===== config.mk =====
export PLATFORM = sky130hd
export DESIGN_NAME = alert_circuit_breaker_flat
export DESIGN_NICKNAME = d
export VERILOG_FILES = /design/src/rtl/nanotrade_pkg.sv /design/src/rtl/alert_circuit_breaker_if.sv /design/src/rtl/nt_sat_counter.sv /design/src/rtl/alert_circuit_breaker.sv /design/src/flat_wrapper.sv
export SDC_FILE = /design/constraint.sdc
export NUM_CORES = 1
export LEC_CHECK = 0
export CAP_MARGIN = 20
export CORE_MARGIN = 10
export CORE_UTILIZATION = 47
export CTS_BUF_LIST = sky130_fd_sc_hd__clkbuf_2
export CTS_CLUSTER_SIZE = 8
export DETAILED_ROUTE_END_ITERATION = 10
export PLACE_DENSITY = 0.91
export SLEW_MARGIN = 20
export SYNTH_ARGS = -nofsm -noshare
export SYNTH_HDL_FRONTEND = slang
export SYNTH_SLANG_ARGS = --single-unit

===== constraint.sdc =====
create_clock -name clk -period 2.4 [get_ports clk]
set_clock_uncertainty 0.2 [all_clocks]
set_input_delay 0.48 -clock clk [delete_from_list [all_inputs] [get_ports clk]]
set_output_delay 0.48 -clock clk [all_outputs]
set_load 0.05 [all_outputs]

===== src/rtl/nanotrade_pkg.sv =====
// Shared encodings and constants for the nanotrade alerting blocks.
package nanotrade_pkg;

  typedef enum logic [1:0] {
    CB_NORMAL   = 2'd0,
    CB_WARN     = 2'd1,
    CB_HALT     = 2'd2,
    CB_COOLDOWN = 2'd3
  } cb_state_e;

  localparam int ALERT_FLASH_BIT = 7;
  localparam logic [2:0] PRIO_FLASH = 3'd7;

endpackage


===== src/rtl/alert_circuit_breaker_if.sv =====
// Alert bundle in, breaker status out; the slave side is the breaker itself.
interface alert_circuit_breaker_if;

  logic       alert_any;
  logic [2:0] alert_priority;
  logic [2:0] alert_type;
  logic [7:0] alert_bitmap;
  logic       ack;
  logic       trade_halt;
  logic [1:0] state;
  logic [7:0] sticky_bitmap;
  logic       latched_valid;
  logic [2:0] latched_type;
  logic [2:0] latched_prio;
  logic [7:0] event_count;
  logic [3:0] halt_count;
  logic       halt_irq;

  modport master (
    output alert_any, alert_priority, alert_type, alert_bitmap, ack,
    input  trade_halt, state, sticky_bitmap, latched_valid, latched_type,
           latched_prio, event_count, halt_count, halt_irq
  );

  modport slave (
    input  alert_any, alert_priority, alert_type, alert_bitmap, ack,
    output trade_halt, state, sticky_bitmap, latched_valid, latched_type,
           latched_prio, event_count, halt_count, halt_irq
  );

endinterface


===== src/rtl/nt_sat_counter.sv =====
// Up-counter with clear and saturation: next = sat((clr ? 0 : count) + inc).
module nt_sat_counter #(
  parameter int WIDTH = 8,
  parameter int MAX   = (1 << WIDTH) - 1
) (
  input  logic             clk,
  input  logic             rst,
  input  logic             i_inc,
  input  logic             i_clr,
  output logic [WIDTH-1:0] o_count
);

  localparam logic [WIDTH-1:0] MAX_V = WIDTH'(MAX);

  logic [WIDTH-1:0] r_count;
  logic [WIDTH-1:0] w_base;

  assign w_base  = i_clr ? '0 : r_count;
  assign o_count = r_count;

  always_ff @(posedge clk) begin
    if (rst) r_count <= '0;
    else     r_count <= (i_inc && (w_base < MAX_V)) ? w_base + WIDTH'(1) : w_base;
  end

endmodule


===== src/rtl/alert_circuit_breaker.sv =====
// Circuit breaker: sticky alert state plus a registered trade halt driven by
// a NORMAL/WARN/HALT/COOLDOWN FSM sharing one down-counting timer.
//   state    | meaning
//   NORMAL   | trading, no qualifying alert pending
//   WARN     | qualifying warning seen, quiet timer running
//   HALT     | trading halted, flash flags keep re-arming the timer
//   COOLDOWN | halt over, any flash flag re-halts immediately
module alert_circuit_breaker
  import nanotrade_pkg::*;
#(
  parameter int PERSIST     = 4,
  parameter int HOLD_CYCLES = 64,
  parameter int HALT_CYCLES = 256,
  parameter int WARN_PRIO   = 4
) (
  input logic                    clk,
  input logic                    rst,
  alert_circuit_breaker_if.slave cb
);

  localparam int TW = (HALT_CYCLES > 1) ? $clog2(HALT_CYCLES) : 1;
  localparam logic [TW-1:0] HALT_LOAD = TW'(HALT_CYCLES - 1);
  localparam logic [TW-1:0] HOLD_LOAD = TW'(HOLD_CYCLES - 1);

  cb_state_e     r_state, w_state_nxt;
  logic [TW-1:0] r_timer, w_timer_nxt;
  logic          r_halt, r_irq, r_prev_any;
  logic [7:0]    r_sticky;
  logic          r_lv;
  logic [2:0]    r_lt, r_lp;
  logic [3:0]    w_pc;
  logic          w_flash, w_qw, w_trip, w_entry, w_tz, w_take;

  assign w_flash = cb.alert_bitmap[ALERT_FLASH_BIT];
  assign w_qw    = cb.alert_any && (int'(cb.alert_priority) >= WARN_PRIO);
  assign w_trip  = w_flash && (int'(w_pc) + 1 >= PERSIST);
  assign w_tz    = (r_timer == '0);
  assign w_take  = cb.alert_any && (cb.ack || !r_lv || (cb.alert_priority >= r_lp));

  always_ff @(posedge clk) begin
    if (rst) r_state <= CB_NORMAL;
    else     r_state <= w_state_nxt;
  end

  always_comb begin
    w_state_nxt = r_state;
    unique case (r_state)
      CB_NORMAL:   if (w_trip) w_state_nxt = CB_HALT;
                   else if (w_qw) w_state_nxt = CB_WARN;
      CB_WARN:     if (w_trip) w_state_nxt = CB_HALT;
                   else if (!w_qw && w_tz) w_state_nxt = CB_NORMAL;
      CB_HALT:     if (!w_flash && w_tz) w_state_nxt = CB_COOLDOWN;
      CB_COOLDOWN: if (w_flash) w_state_nxt = CB_HALT;
                   else if (w_tz) w_state_nxt = CB_NORMAL;
      default:     w_state_nxt = CB_NORMAL;
    endcase
  end

  // Entry into HALT outranks any reload or expiry of the shared timer.
  always_comb begin
    w_entry     = (w_state_nxt == CB_HALT) && (r_state != CB_HALT);
    w_timer_nxt = r_timer;
    if (w_entry) w_timer_nxt = HALT_LOAD;
    else begin
      unique case (r_state)
        CB_NORMAL:   if (w_state_nxt == CB_WARN) w_timer_nxt = HOLD_LOAD;
        CB_WARN:     if (w_qw) w_timer_nxt = HOLD_LOAD;
                     else if (!w_tz) w_timer_nxt = r_timer - TW'(1);
        CB_HALT:     if (w_flash) w_timer_nxt = HALT_LOAD;
                     else if (w_tz) w_timer_nxt = HOLD_LOAD;
                     else w_timer_nxt = r_timer - TW'(1);
        CB_COOLDOWN: if (!w_tz) w_timer_nxt = r_timer - TW'(1);
        default:     w_timer_nxt = '0;
      endcase
    end
  end

  always_ff @(posedge clk) begin
    if (rst) begin
      r_timer    <= '0;
      r_halt     <= 1'b0;
      r_irq      <= 1'b0;
      r_prev_any <= 1'b0;
      r_sticky   <= '0;
      r_lv       <= 1'b0;
      r_lt       <= '0;
      r_lp       <= '0;
    end else begin
      r_timer    <= w_timer_nxt;
      r_halt     <= (w_state_nxt == CB_HALT);
      r_irq      <= w_entry;
      r_prev_any <= cb.alert_any;
      r_sticky   <= (cb.ack ? 8'h00 : r_sticky) | cb.alert_bitmap;
      if (w_take) begin
        r_lv <= 1'b1;
        r_lt <= cb.alert_type;
        r_lp <= cb.alert_priority;
      end else if (cb.ack) begin
        r_lv <= 1'b0;
        r_lt <= '0;
        r_lp <= '0;
      end
    end
  end

  nt_sat_counter #(.WIDTH(4), .MAX(PERSIST)) u_pc (
    .clk(clk), .rst(rst), .i_inc(w_flash), .i_clr(!w_flash), .o_count(w_pc)
  );

  nt_sat_counter #(.WIDTH(8), .MAX(255)) u_evt (
    .clk(clk), .rst(rst), .i_inc(cb.alert_any && !r_prev_any), .i_clr(cb.ack),
    .o_count(cb.event_count)
  );

  nt_sat_counter #(.WIDTH(4), .MAX(15)) u_halt (
    .clk(clk), .rst(rst), .i_inc(w_entry), .i_clr(1'b0), .o_count(cb.halt_count)
  );

  assign cb.trade_halt    = r_halt;
  assign cb.halt_irq      = r_irq;
  assign cb.state         = r_state;
  assign cb.sticky_bitmap = r_sticky;
  assign cb.latched_valid = r_lv;
  assign cb.latched_type  = r_lt;
  assign cb.latched_prio  = r_lp;

endmodule


===== src/flat_wrapper.sv =====
// flat-port wrapper written by rule: the top's interface ports become plain ports
module alert_circuit_breaker_flat import nanotrade_pkg::*;
#(
  parameter int PERSIST     = 4,
  parameter int HOLD_CYCLES = 64,
  parameter int HALT_CYCLES = 256,
  parameter int WARN_PRIO   = 4
)
  (clk, rst, cb_alert_any, cb_alert_priority, cb_alert_type, cb_alert_bitmap, cb_ack, cb_trade_halt, cb_state, cb_sticky_bitmap, cb_latched_valid, cb_latched_type, cb_latched_prio, cb_event_count, cb_halt_count, cb_halt_irq);
  alert_circuit_breaker_if cb_i ();
  input logic clk;
  input logic rst;
  input wire logic [$bits(cb_i.alert_any)-1:0] cb_alert_any;
  input wire logic [$bits(cb_i.alert_priority)-1:0] cb_alert_priority;
  input wire logic [$bits(cb_i.alert_type)-1:0] cb_alert_type;
  input wire logic [$bits(cb_i.alert_bitmap)-1:0] cb_alert_bitmap;
  input wire logic [$bits(cb_i.ack)-1:0] cb_ack;
  output wire logic [$bits(cb_i.trade_halt)-1:0] cb_trade_halt;
  output wire logic [$bits(cb_i.state)-1:0] cb_state;
  output wire logic [$bits(cb_i.sticky_bitmap)-1:0] cb_sticky_bitmap;
  output wire logic [$bits(cb_i.latched_valid)-1:0] cb_latched_valid;
  output wire logic [$bits(cb_i.latched_type)-1:0] cb_latched_type;
  output wire logic [$bits(cb_i.latched_prio)-1:0] cb_latched_prio;
  output wire logic [$bits(cb_i.event_count)-1:0] cb_event_count;
  output wire logic [$bits(cb_i.halt_count)-1:0] cb_halt_count;
  output wire logic [$bits(cb_i.halt_irq)-1:0] cb_halt_irq;
  assign cb_i.alert_any = cb_alert_any;
  assign cb_i.alert_priority = cb_alert_priority;
  assign cb_i.alert_type = cb_alert_type;
  assign cb_i.alert_bitmap = cb_alert_bitmap;
  assign cb_i.ack = cb_ack;
  assign cb_trade_halt = cb_i.trade_halt;
  assign cb_state = cb_i.state;
  assign cb_sticky_bitmap = cb_i.sticky_bitmap;
  assign cb_latched_valid = cb_i.latched_valid;
  assign cb_latched_type = cb_i.latched_type;
  assign cb_latched_prio = cb_i.latched_prio;
  assign cb_event_count = cb_i.event_count;
  assign cb_halt_count = cb_i.halt_count;
  assign cb_halt_irq = cb_i.halt_irq;
  alert_circuit_breaker #(.PERSIST(PERSIST), .HOLD_CYCLES(HOLD_CYCLES), .HALT_CYCLES(HALT_CYCLES), .WARN_PRIO(WARN_PRIO)) u_core (.clk(clk), .rst(rst), .cb(cb_i));
endmodule

# == Word level (Yosys, flattened, before mapping) ==
# Cells that the tools add are included.
# word_totals
ff_bits,44
elab_cells,75
# classes
n_addsub,5
order_cmp,6
n_eq_ne,7
n_mux,25
n_bitwise,1
reduce_logical,19
# op_table
cell,n
$mux W8,9
$ge A32 B4 Y1 const B,1
$pmux W8 S4,1
$mux W2,7
$logic_and A1 B1 Y1,10
$mux W3,3
$add A4 B1 Y4 const B,2
$add A8 B1 Y8 const B,1
$logic_not A8 Y1,1
$lt A8 B8 Y1 const B,1
$mux W4,2
$or A8 B8 Y8,1
$pmux W2 S4,1
$sub A8 B1 Y8 const B,1
$eq A2 B2 Y1 const B,3
$add A4 B1 Y5 const B,1
$eq A2 B1 Y1 const B,2
$logic_not A1 Y1,4
$lt A4 B3 Y1 const B,1
$lt A4 B4 Y1 const B,1
$ge A3 B3 Y1,1
$ge A3 B3 Y1 const B,1
$ne A3 B2 Y1 const B,1
$logic_not A2 Y1,1
other kinds (4),6

# == Depth between registers and ports, before layout ==
# logic_depth
ltp_word,11
depth_mapped,10
ltp_nobuf,10

# == Cells and area by module ==
# Synthesis repeated with hierarchy kept, for this count alone.
# hier_totals
hier_cells,258
area_unflattened_um2,2230.9
# by_module_without_submodules
module,n_inst,cells_each,area_each_um2
alert_circuit_breaker,1,173,1443.9
nt_sat_counter (u_core.u_evt),1,46,430.4
nt_sat_counter (u_core.u_pc),1,21,178.9
nt_sat_counter (u_core.u_halt),1,18,177.7

# == Least setup slack after synthesis ==
# No wires, ideal clock.
# synth_path
path_kind,input-to-reg
startpoint,input port cb_ack
endpoint,register u_core.u_evt.r_count[7] (netlist: u_core.u_evt.o_count[7])
t_arrival_ns,2.140
slack_ns,-0.018
stages,8
n_path_buf,1
cell_sequence,clkbuf_1 > nor2b_1 > ha_1 > and4b_1 > a31oi_1 > nand4_1 > xor2_1 > nor3_1
# synth_between
elab_chain_cells,4
elab_cells_between_ends,5
classes_between,add/sub: 1; order compare: 1; mux: 2; reduce/logical: 1
# synth_lines
item,line_no,rtl
"start, declared",flat_wrapper.sv:17,input wire logic [$bits(cb_i.ack)-1:0] cb_ack;
$mux W8 *,nt_sat_counter.sv:18,assign w_base = i_clr ? '0 : r_count;
$lt A8 B8 Y1,nt_sat_counter.sv:23,else r_count <= (i_inc && (w_base < MAX_V)) ? w_base + WIDTH'(1) : w_base;
$logic_and A1 B1 Y1,nt_sat_counter.sv:23,
$mux W8 *,nt_sat_counter.sv:23,
"end signal, assigned",nt_sat_counter.sv:23,
"end, declared",nt_sat_counter.sv:15,logic [WIDTH-1:0] r_count;
# Every way passes the cells marked *; elsewhere a longest branch is shown, timed or not.
# A chain may end at the register's enable or synchronous reset.

# == Worst setup path after layout ==
# layout_path
startpoint,register u_core.r_lp[1] (netlist: u_core.cb.latched_prio[1])
endpoint,output port cb_latched_prio[1]
# layout_lines
item,line_no,rtl
"start, declared",alert_circuit_breaker.sv:30,"logic [2:0] r_lt, r_lp;"
"start signal, assigned",alert_circuit_breaker.sv:97,r_lp <= cb.alert_priority;
"end, declared",flat_wrapper.sv:23,output wire logic [$bits(cb_i.latched_prio)-1:0] cb_latched_prio;
# No word-level cell between the ends.

==> flow_summary.yaml <==
yosys:
  synth_fp_nets: 276
  synth.distinct_cells: 49
  synthArstFlopShare_pct: 0
  synthTopCellsByArea: "dfxtp_1, a21oi_1, ha_1"
  synth_edf_count: 0
  syn_avg_cell_area_um2: 8.578
  synth_seq_cells: 44
  synthTopCellsByCount: "dfxtp_1, nor2_1, a21oi_1"
  yosysTopAreaCellShare_pct: 41.24
  yosys_warnings: 0
  ys.flop_type: "dfxtp_1"
  synth.most_common_cell: "dfxtp_1"
  yosysTopAreaCell: "dfxtp_1"
  synthesis.area_um2: 2136
  synth_cells: 249
  yosysSeqAreaShare_pct: 41.24
critical_path:
  cp.required_ps: 1720
  crit_buf_inv: 1
  critPathKind: "register to primary output"
  crit_family: "buffers and inverters"
  crit_arrival_ps: 1650
  path_cells: "clkdlybuf4s50_1"
  end_kind: "primary output"
  slowest_stage: "clkdlybuf4s50_1"
  max_stage_delay_ps: 840
  crit_path_start_kind: "register"
  crit_path_max_fanout: 3
grt:
  grt_use_total_pct: 14.91
  first_global_vias: 2098
  overflow: 0
  grt_pass1_wl_um: 9556
  antenna_found_initial: 0
  grt_start_max_net_pins: 42
clock_tree:
  cts_tree: "done"
  clock-root-buffer: "clkbuf_2"
  cts_buffers: 5
  insertion_delay_ps: 410
  clk_pin_slew_ps: 200
  cts_sinks: 44
  htreeDepth: 2
  cts.path.max_buffers: 2
  hold_buffers: 0
  post_cts_buffers: 0
timing:
  fmax_mhz: 428.6
  finalCritPeriodShare_pct: 97.22
  hold_slack_ps: 306.4
  tightestPinTransition_ps: 541.5
  relSlewSlack_pct: 63.84
  hold_viol_final: 0
  min_period_ps: 2333
  layout_setup_ws_ps: 66.62
  rsz0062_at_grt: "yes"
  maxSlewViolCount: 0
  setup-violations-final: 0
route:
  antenna_left: 0
  wirelength_um: 5442
  routedWlPerCell_um: 15.03
  drc: 0
  vias: 2080
  viasPerCell: 5.746
  drtIter0Drc: 234
  firstDrtPassIters: 4
cells_and_area:
  num_antenna_cells: 0
  nets: 337
  drive_above_1_share_pct: 10.65
  fin_area_um2: 2806
  fill_cells: 343
  area_growth_pct: 31.40
place:
  routabilityCongestion: 0.7851
  portBuffers: 48
  preCtsSetupSlack_ps: -255.7
  dp_hpwl_um: 4180
  dpl_cell_area_um2: 2750
run_status:
  outcome: "finished, final reports clean"
power:
  power.density_nw_per_um2: 528.1
  irDropWorstVdd_mv: 0.4025
  p_leak_nw: 1.261
worst_hold_path:
  min_path_type: "register to register"
floorplanning:
  dieWidth_um: 87.41
  start_util_pct: 48.72
  io_pins: 49
  rows: 24
  die_h_um: 87.41
  design.core.area_um2: 4384
  dieArea_um2: 7641
job:
  maxCapViolations: 0
## placed cells by master (no fill, tap or decap), drive strengths merged, types with 2 or more instances in the layout
cell type | Yosys | routed
a211o | 2 | 2
a21oi | 26 | 26
a311oi | 2 | 2
a31oi | 4 | 4
and2 | 2 | 2
and3 | 2 | 2
buf | 5 | 19
clkbuf | 6 | 5
clkdlybuf4s50 | 0 | 37
clkinv | 0 | 2
dfxtp | 44 | 44
dlymetal6s2s | 0 | 9
ha | 9 | 9
inv | 12 | 12
mux2i | 3 | 3
nand2 | 21 | 21
nand2b | 4 | 4
nand3 | 6 | 6
nand4 | 2 | 2
nor2 | 29 | 29
nor2b | 9 | 9
nor3 | 7 | 7
o211ai | 7 | 7
o21ai | 8 | 8
o22ai | 3 | 3
o31ai | 3 | 3
or2 | 2 | 2
or3 | 2 | 2
xnor2 | 8 | 8
xor2 | 4 | 4
## power breakdown
group / internal [mW] / total [mW] / leakage (nW) / switching [mW]
Sequential: 0.769 / 0.804 / 0.361 / 0.0348
Clock: 0.0601 / 0.286 / 0.0239 / 0.226
Combinational: 0.167 / 0.392 / 0.876 / 0.225
Total: 0.996 / 1.48 / 1.26 / 0.486
## kinds of logic after synthesis
family | share of synthesized area, %
AND/OR/NAND/NOR | 21.27
AO/OA/AOI/OAI | 20.86
flip-flops | 41.24
buffers and inverters | 5.038
XOR/XNOR | 4.921
adder cells (fa/ha/maj) | 5.273
multiplexers | 1.406
## registers in the layout (all words and copies together) (netlist names)
register / cells
u_core.u_evt.o_count: 8
u_core.r_timer: 8
u_core.cb.latched_prio: 3
u_core.cb.trade_halt: 1
u_core.cb.halt_irq: 1
u_core.cb.state: 2
u_core.cb.sticky_bitmap: 8
u_core.cb.latched_valid: 1
u_core.u_pc.o_count: 4
u_core.u_halt.o_count: 4
u_core.r_prev_any: 1
u_core.cb.latched_type: 3
## layer usage
layer	GRT usage (%)	up-vias	share of wire (%)
li1	-	1006	-
met1	16.32	996	38
met2	25.07	73	51
met3	6.461	5	9.4
met4	5.072	0	1.2
met5	0	-	0
## worst paths after layout
kind                                   from                        end  slack [ps]  cells after the start
setup / recovery  u_core.cb.latched_prio[1]         cb_latched_prio[1]          70                      1
hold / removal    u_core.cb.latched_type[0]  u_core.cb.latched_type[0]         310                      2
setup reg to reg          u_core.r_timer[3]          u_core.r_timer[0]         120                      8
hold reg to reg   u_core.cb.latched_type[0]  u_core.cb.latched_type[0]         310                      2
## area by class of cell
type	count	area, um2	share of cell area, %
Tap cell	52	65.06	2.318
Multi-Input combinational cell	182	1154	41.11
Clock inverter	2	7.507	0.2675
Timing Repair Buffer	65	625.6	22.29
Inverter	12	47.55	1.694
Clock buffer	5	25.02	0.8917
Sequential cell	44	882.1	31.43
## stage by stage
| step | util, % | TNS, ps | power [mW] | instances |
|---|---|---|---|---|
| after floorplan | - | 0 | 1.071 | 249 |
| after global routing | 64.01 | -44.84 | 1.565 | 362 |
| after CTS | 63.47 | 0 | 1.482 | 362 |
| after detailed placement | 62.73 | -2155 | 1.207 | 355 |
| after global placement | 62.73 | -1400 | 1.191 | 355 |
| final | 64.01 | 0 | 1.482 | 362 |
## timing repair
action / in CTS / in global routing
setup endpoints to repair: 0 / 11
resized for setup: 0 / 11
endpoints found under the hold margin: 0 / 0
Note: power is estimated with default switching activity, not from simulation.
